## src/rtl/event_packetizer_if.sv

```systemverilog
// event_packetizer_if: event-in / packet-out handshake bundle for event_packetizer.
interface event_packetizer_if #(
  parameter int SIZE = 32,
  parameter int ROW_BITS = 3,
  parameter int COL_BITS = 3
);
  logic evt_valid_i;
  logic evt_ready_o;
  logic [ROW_BITS-1:0] row_i;
  logic [COL_BITS-1:0] col_i;
  logic polarity_i;
  logic [SIZE-1:0] timestamp_i;
  logic pkt_valid_o;
  logic pkt_ready_i;
  logic [SIZE+ROW_BITS+COL_BITS:0] pkt_data_o;
  modport master (
    output evt_valid_i, row_i, col_i, polarity_i, timestamp_i, pkt_ready_i,
    input evt_ready_o, pkt_valid_o, pkt_data_o
  );
  modport slave (
    input evt_valid_i, row_i, col_i, polarity_i, timestamp_i, pkt_ready_i,
    output evt_ready_o, pkt_valid_o, pkt_data_o
  );
endinterface

```

## src/rtl/event_packetizer.sv

```systemverilog
// event_packetizer: first-word-fall-through FIFO packing pixel events as {timestamp, row, col, polarity}.
// Defining EVENT_DROP_COUNT_EN adds drop_cnt_o, a saturating count of events refused while full.
module event_packetizer #(
  parameter int SIZE = 32,
  parameter int ROW_BITS = 3,
  parameter int COL_BITS = 3,
  parameter int DEPTH = 8
) (
  input logic clk_i,
  input logic reset_i,
  event_packetizer_if.slave bus,
  output logic fifo_full_o,
  output logic fifo_empty_o,
  output logic [$clog2(DEPTH):0] fifo_count_o
`ifdef EVENT_DROP_COUNT_EN
  ,
  output logic [15:0] drop_cnt_o
`endif
);
  localparam int AW = $clog2(DEPTH);
  localparam int W = SIZE + ROW_BITS + COL_BITS + 1;
  localparam logic [AW:0] FULL = DEPTH[AW:0];
  logic [W-1:0] mem [DEPTH];
  logic [W-1:0] last_q;
  logic [AW-1:0] wr_ptr, rd_ptr;
  logic [AW:0] count;
  logic push, pop;
  assign fifo_full_o = count == FULL;
  assign fifo_empty_o = count == '0;
  assign fifo_count_o = count;
  assign bus.evt_ready_o = !fifo_full_o;
  assign bus.pkt_valid_o = !fifo_empty_o;
  assign push = bus.evt_valid_i && !fifo_full_o;
  assign pop = bus.pkt_ready_i && !fifo_empty_o;
  // once drained, the slot at rd_ptr is stale, so replay the last popped word instead
  assign bus.pkt_data_o = fifo_empty_o ? last_q : mem[rd_ptr];
  always_ff @(posedge clk_i or posedge reset_i) begin
    if (reset_i) begin
      wr_ptr <= '0;
      rd_ptr <= '0;
      count <= '0;
      last_q <= '0;
    end else begin
      wr_ptr <= wr_ptr + AW'(push);
      rd_ptr <= rd_ptr + AW'(pop);
      count <= (push && !pop) ? count + 1'b1 : (pop && !push) ? count - 1'b1 : count;
      if (pop) last_q <= mem[rd_ptr];
    end
  end
  always_ff @(posedge clk_i) begin
    if (push && !reset_i) mem[wr_ptr] <= {bus.timestamp_i, bus.row_i, bus.col_i, bus.polarity_i};
  end
`ifdef EVENT_DROP_COUNT_EN
  always_ff @(posedge clk_i or posedge reset_i) begin
    if (reset_i) drop_cnt_o <= '0;
    else if (bus.evt_valid_i && fifo_full_o && drop_cnt_o != 16'hFFFF) drop_cnt_o <= drop_cnt_o + 1'b1;
  end
`endif
endmodule

```

## src/flat_wrapper.sv

```systemverilog
// flat-port wrapper written by rule: the top's interface ports become plain ports
module event_packetizer_flat 
#(
  parameter int SIZE = 32,
  parameter int ROW_BITS = 3,
  parameter int COL_BITS = 3,
  parameter int DEPTH = 8
)
  (clk_i, reset_i, fifo_full_o, fifo_empty_o, fifo_count_o, bus_evt_valid_i, bus_row_i, bus_col_i, bus_polarity_i, bus_timestamp_i, bus_pkt_ready_i, bus_evt_ready_o, bus_pkt_valid_o, bus_pkt_data_o);
  event_packetizer_if #(.SIZE(SIZE), .ROW_BITS(ROW_BITS), .COL_BITS(COL_BITS)) bus_i ();
  input logic clk_i;
  input logic reset_i;
  output logic fifo_full_o;
  output logic fifo_empty_o;
  output logic [$clog2(DEPTH):0] fifo_count_o;
  input wire logic [$bits(bus_i.evt_valid_i)-1:0] bus_evt_valid_i;
  input wire logic [$bits(bus_i.row_i)-1:0] bus_row_i;
  input wire logic [$bits(bus_i.col_i)-1:0] bus_col_i;
  input wire logic [$bits(bus_i.polarity_i)-1:0] bus_polarity_i;
  input wire logic [$bits(bus_i.timestamp_i)-1:0] bus_timestamp_i;
  input wire logic [$bits(bus_i.pkt_ready_i)-1:0] bus_pkt_ready_i;
  output wire logic [$bits(bus_i.evt_ready_o)-1:0] bus_evt_ready_o;
  output wire logic [$bits(bus_i.pkt_valid_o)-1:0] bus_pkt_valid_o;
  output wire logic [$bits(bus_i.pkt_data_o)-1:0] bus_pkt_data_o;
  assign bus_i.evt_valid_i = bus_evt_valid_i;
  assign bus_i.row_i = bus_row_i;
  assign bus_i.col_i = bus_col_i;
  assign bus_i.polarity_i = bus_polarity_i;
  assign bus_i.timestamp_i = bus_timestamp_i;
  assign bus_i.pkt_ready_i = bus_pkt_ready_i;
  assign bus_evt_ready_o = bus_i.evt_ready_o;
  assign bus_pkt_valid_o = bus_i.pkt_valid_o;
  assign bus_pkt_data_o = bus_i.pkt_data_o;
  event_packetizer #(.SIZE(SIZE), .ROW_BITS(ROW_BITS), .COL_BITS(COL_BITS), .DEPTH(DEPTH)) u_core (.clk_i(clk_i), .reset_i(reset_i), .bus(bus_i), .fifo_full_o(fifo_full_o), .fifo_empty_o(fifo_empty_o), .fifo_count_o(fifo_count_o));
endmodule
```

## config.mk

```make
export PLATFORM = sky130hd
export DESIGN_NAME = event_packetizer_flat
export DESIGN_NICKNAME = d
export VERILOG_FILES = /design/src/rtl/event_packetizer_if.sv /design/src/rtl/event_packetizer.sv /design/src/flat_wrapper.sv
export SDC_FILE = /design/constraint.sdc
export NUM_CORES = 1
export LEC_CHECK = 0
export BUFFER_PORTS_ARGS = -buffer_cell sky130_fd_sc_hd__buf_2
export CAP_MARGIN = 20
export CORE_ASPECT_RATIO = 1.75
export CORE_MARGIN = 1
export CORE_UTILIZATION = 32
export DETAILED_ROUTE_END_ITERATION = 10
export PLACE_DENSITY = 0.52
export SLEW_MARGIN = 25
export SYNTH_ARGS = -nofsm -noshare
export SYNTH_HDL_FRONTEND = slang
export SYNTH_SLANG_ARGS = --single-unit
```

## constraint.sdc

```tcl
create_clock -name clk_i -period 8.7 [get_ports clk_i]
set_input_delay 2.61 -clock clk_i [delete_from_list [all_inputs] [get_ports clk_i]]
set_output_delay 2.61 -clock clk_i [all_outputs]
set_load 0.05 [all_outputs]
```

==> impl_metrics.yaml <==
setup_path:
  worstReg2RegStart: "u_core.fifo_count_o[0]$_DFFE_PP0P_"
  crit_family: "flip-flops"
  worst-endpoint-required_ns: 6.09
  cp_cell_sequence: "buf_12 -> mux2_2 -> o22ai_1 -> a221o_1 -> o21ai_1 -> buf_2"
  timing.setup.critical_path_class: "register to output port"
  rrSetupSlack_ns: 5.28
  cp-start-kind: "register"
  reg2reg_depth: 9
  worstPathArrival_ns: 3.43
  crit_path_max_fanout: 101
  cp_peak_stage_delay_ns: 1.04
  timing.critical_path.to_type: "output port"
  path_buf_inv: 2
  timing.critical_path.slowest_stage_cell: "sky130_fd_sc_hd__dfrtp_4"
  crit-reg2reg-capture: "u_core.fifo_count_o[3]$_DFFE_PP0P_"
grt:
  grt_pass1_vias: 7763
  grt_usage: 0.142
  grt_overflow_total: 0
  grt_pass1_wl_um: 47900
  antenna_found_initial: 1
  maximum_number_of_pins_on_one_net_before_global_route_repair: 102
synth:
  ys_seq_area_frac: 0.745
  post_synth_num_cell_types: 34
  mappedNetlistNets: 904
  synth_area_um2: 14200
  yosysWarnings: 0
  syn_inst: 853
  syn_avg_cell_area_um2: 16.7
  synth.ff_latch_count: 361
floorplanning:
  placeableCoreArea_um2: 43600
  initial_utilization: 0.326
  chipHeight_um: 281
  die_w_um: 161
  top_level_ports: 90
  floorplan.die_area_um2: 45300
  num_rows: 101
timing:
  clock.fmax_mhz: 166
  period_minus_slack_ns: 6.04
  layout_setup_ws_ns: 2.66
  timing.final.max_slew_violations: 0
  fin_tns_setup_ns: 0
  max-slew-margin-rel: 0.375
  slew_at_the_pin_closest_to_its_max_slew_limit_ns: 0.937
  finalHoldViolations: 0
  clock-skew-final_ns: 0.0313
  post-route-period-util: 0.694
  finalSetupViolCount: 0
  grt_setup_unrepaired: "no"
cts:
  htreeDepth: 2
  maximum_buffer_depth_of_the_clock_tree: 3
  cts_root_buffer: "sky130_fd_sc_hd__clkbuf_16"
  cts-resized-gates: 0
  post_cts.repair.setup_buffers: 0
  cts_inserted_buffers: 35
  cts.clk_slew.worst_paths_ns: 0.07
  clock_latency_ns: 0.55
  cts_tree: "built"
  holdBufCountCts: 0
  total_number_of_clock_tree_sinks: 361
routing:
  route.final.wire_length_um: 31700
  antenna_viol_nets_final: 0
  dr.pass1.iters: 4
  detail_route.vias_per_cell: 4.87
  route.detailed.drc: 0
  wl_per_cell_um: 20.5
  dr_total_vias: 7503
  detail_route.iter0.violations: 439
power:
  total_leakage_power_uw: 0.00573
  ir_worst_vdd_uv: 229
  powerDensity_nw_per_um2: 377
placement:
  place_congestion: 0.689
  buffer_ports.inserted: 89
  setup_slack_at_placement_ns: 3.11
  placedCellCount: 1476
  placed_wire_length_estimate_um: 17800
hold_path:
  worst_hold_path.num_cells: 2
  hold_path.class: "register to register"
  timing.hold.worst_endpoint: "u_core.last_q[30]$_DFFE_PP0P_"
  hold_path_startpoint: "u_core.last_q[30]$_DFFE_PP0P_"
outcome:
  status: "complete, no violations"
final_layout:
  multi_input_comb_area_um2: 3400
  layout-drive-gt1-share: 0.266
  synthToLayoutAreaGrowth_pct: 15.5
  nNetsFinal: 998
  fin_util: 0.377
  final-seq-area_um2: 10600
  finish.cell_count_without_fillers: 1542
  final_cell_mix: "sky130_fd_sc_hd__edfxtp_1, sky130_fd_sc_hd__buf_2, sky130_fd_sc_hd__nand2_1"
  filler_cell_count: 4066
  mostFrequentLayoutCell: "sky130_fd_sc_hd__edfxtp_1"
run:
  max-cap-violations: 0
synthesized netlist by cell type:
cell | number | area, um^2
sky130_fd_sc_hd__xor2_1 | 2 | 17.5
sky130_fd_sc_hd__and2_1 | 1 | 6.26
sky130_fd_sc_hd__o22ai_1 | 39 | 244
sky130_fd_sc_hd__buf_1 | 3 | 11.3
sky130_fd_sc_hd__buf_4 | 11 | 82.6
sky130_fd_sc_hd__nand2b_1 | 3 | 18.8
sky130_fd_sc_hd__dfrtp_1 | 49 | 1230
sky130_fd_sc_hd__mux2i_1 | 79 | 791
sky130_fd_sc_hd__or4_4 | 1 | 11.3
sky130_fd_sc_hd__o31ai_1 | 1 | 7.51
sky130_fd_sc_hd__nor2_1 | 7 | 26.3
sky130_fd_sc_hd__a221o_1 | 39 | 390
sky130_fd_sc_hd__a21o_1 | 1 | 7.51
sky130_fd_sc_hd__a21oi_1 | 1 | 5.00
sky130_fd_sc_hd__nand3_1 | 1 | 5.00
sky130_fd_sc_hd__or4b_2 | 1 | 10.0
sky130_fd_sc_hd__o21ai_1 | 78 | 390
sky130_fd_sc_hd__clkbuf_2 | 5 | 25.0
sky130_fd_sc_hd__inv_2 | 1 | 3.75
sky130_fd_sc_hd__fa_1 | 1 | 20.0
sky130_fd_sc_hd__buf_2 | 11 | 55.1
sky130_fd_sc_hd__buf_6 | 6 | 67.6
sky130_fd_sc_hd__a2111oi_0 | 1 | 8.76
sky130_fd_sc_hd__ha_1 | 7 | 87.6
sky130_fd_sc_hd__nand2_1 | 84 | 315
sky130_fd_sc_hd__clkbuf_1 | 14 | 52.6
sky130_fd_sc_hd__edfxtp_1 | 312 | 9370
sky130_fd_sc_hd__nor2b_1 | 1 | 6.26
sky130_fd_sc_hd__mux2_2 | 79 | 890
sky130_fd_sc_hd__nor3_1 | 5 | 25.0
sky130_fd_sc_hd__xnor2_1 | 2 | 17.5
sky130_fd_sc_hd__nand3b_1 | 1 | 7.51
sky130_fd_sc_hd__inv_1 | 4 | 15.0
sky130_fd_sc_hd__o21ai_0 | 2 | 10.0
layout make-up:
type / count / share of cell area
sequential: 361 / 0.645
multi-input combinational: 437 / 0.207
clock buffer: 48 / 0.0599
tap: 566 / 0.0431
timing repair buffer: 107 / 0.0361
clock inverter: 16 / 0.00784
inverter: 5 / 0.00114
antenna: 2 / 0.000305
layer usage:
metal / global-route usage / routed length [um] / vias up / share of wire
met3: 0.0226 / 1170 / 43 / 0.037
met5: 0 / 13 / - / 0.00041
met1: 0.166 / 12900 / 3801 / 0.41
met4: 0.0493 / 720 / 2 / 0.023
li1: - / - / 3520 / -
met2: 0.261 / 16900 / 137 / 0.53
how the worst max path moves through the flow:
stage          slack, ns                  startpoint  cells after the start                          to
6_report            2.66  u_core.rd_ptr[0]$_DFF_PP0_                      6          bus_pkt_data_o[23]
5_1_grt             2.46  u_core.rd_ptr[0]$_DFF_PP0_                      6          bus_pkt_data_o[23]
4_1_cts             2.53  u_core.rd_ptr[0]$_DFF_PP0_                      6          bus_pkt_data_o[23]
3_5_place_dp        3.11  u_core.rd_ptr[0]$_DFF_PP0_                      6          bus_pkt_data_o[23]
3_3_place_gp        3.11  u_core.rd_ptr[0]$_DFF_PP0_                      6          bus_pkt_data_o[23]
2_1_floorplan       1.49                     reset_i                      3  u_core.mem[1][0]$_DFFE_PP_
cell families after synthesis:
group           count (synthesis)  synth area share
compound gates                162            0.0748
xor+xnor                        4           0.00246
fa+ha+maj                       8           0.00756
buf+inv                        55            0.0220
flops                         361             0.745
mux                           158             0.118
simple gates                  105            0.0303
registers in the layout, indices dropped and copies added, names as in the netlist:
register / count
u_core.rd_ptr: 3
u_core.wr_ptr: 3
u_core.mem: 312
u_core.last_q: 39
u_core.fifo_count_o: 4
per-stage QoR:
| step | power, uW | cell area, um^2 | hold slack [ns] |
|---|---|---|---|
| floorplan | 4170 | 14200 | 0.455 |
| global placement | 4780 | 15300 | 0.467 |
| detailed placement | 4800 | 15300 | 0.475 |
| CTS | 6290 | 16400 | 0.490 |
| global route | 6520 | 16400 | 0.512 |
| finish | 6200 | 16400 | 0.484 |
worst min-delay path, cell delays in order, from the launching register on:
cell                      delay (ns)
sky130_fd_sc_hd__dfrtp_1        0.34
sky130_fd_sc_hd__nand2_1        0.05
sky130_fd_sc_hd__o21ai_1        0.06
where the power goes:
part	switching (uW)	leakage, uW	internal (uW)	total, uW
Combinational	1670	0.00179	755	2430
Sequential	165	0.00340	2120	2280
Clock	654	0.000548	833	1490
Power figures use the tool's default switching activity.
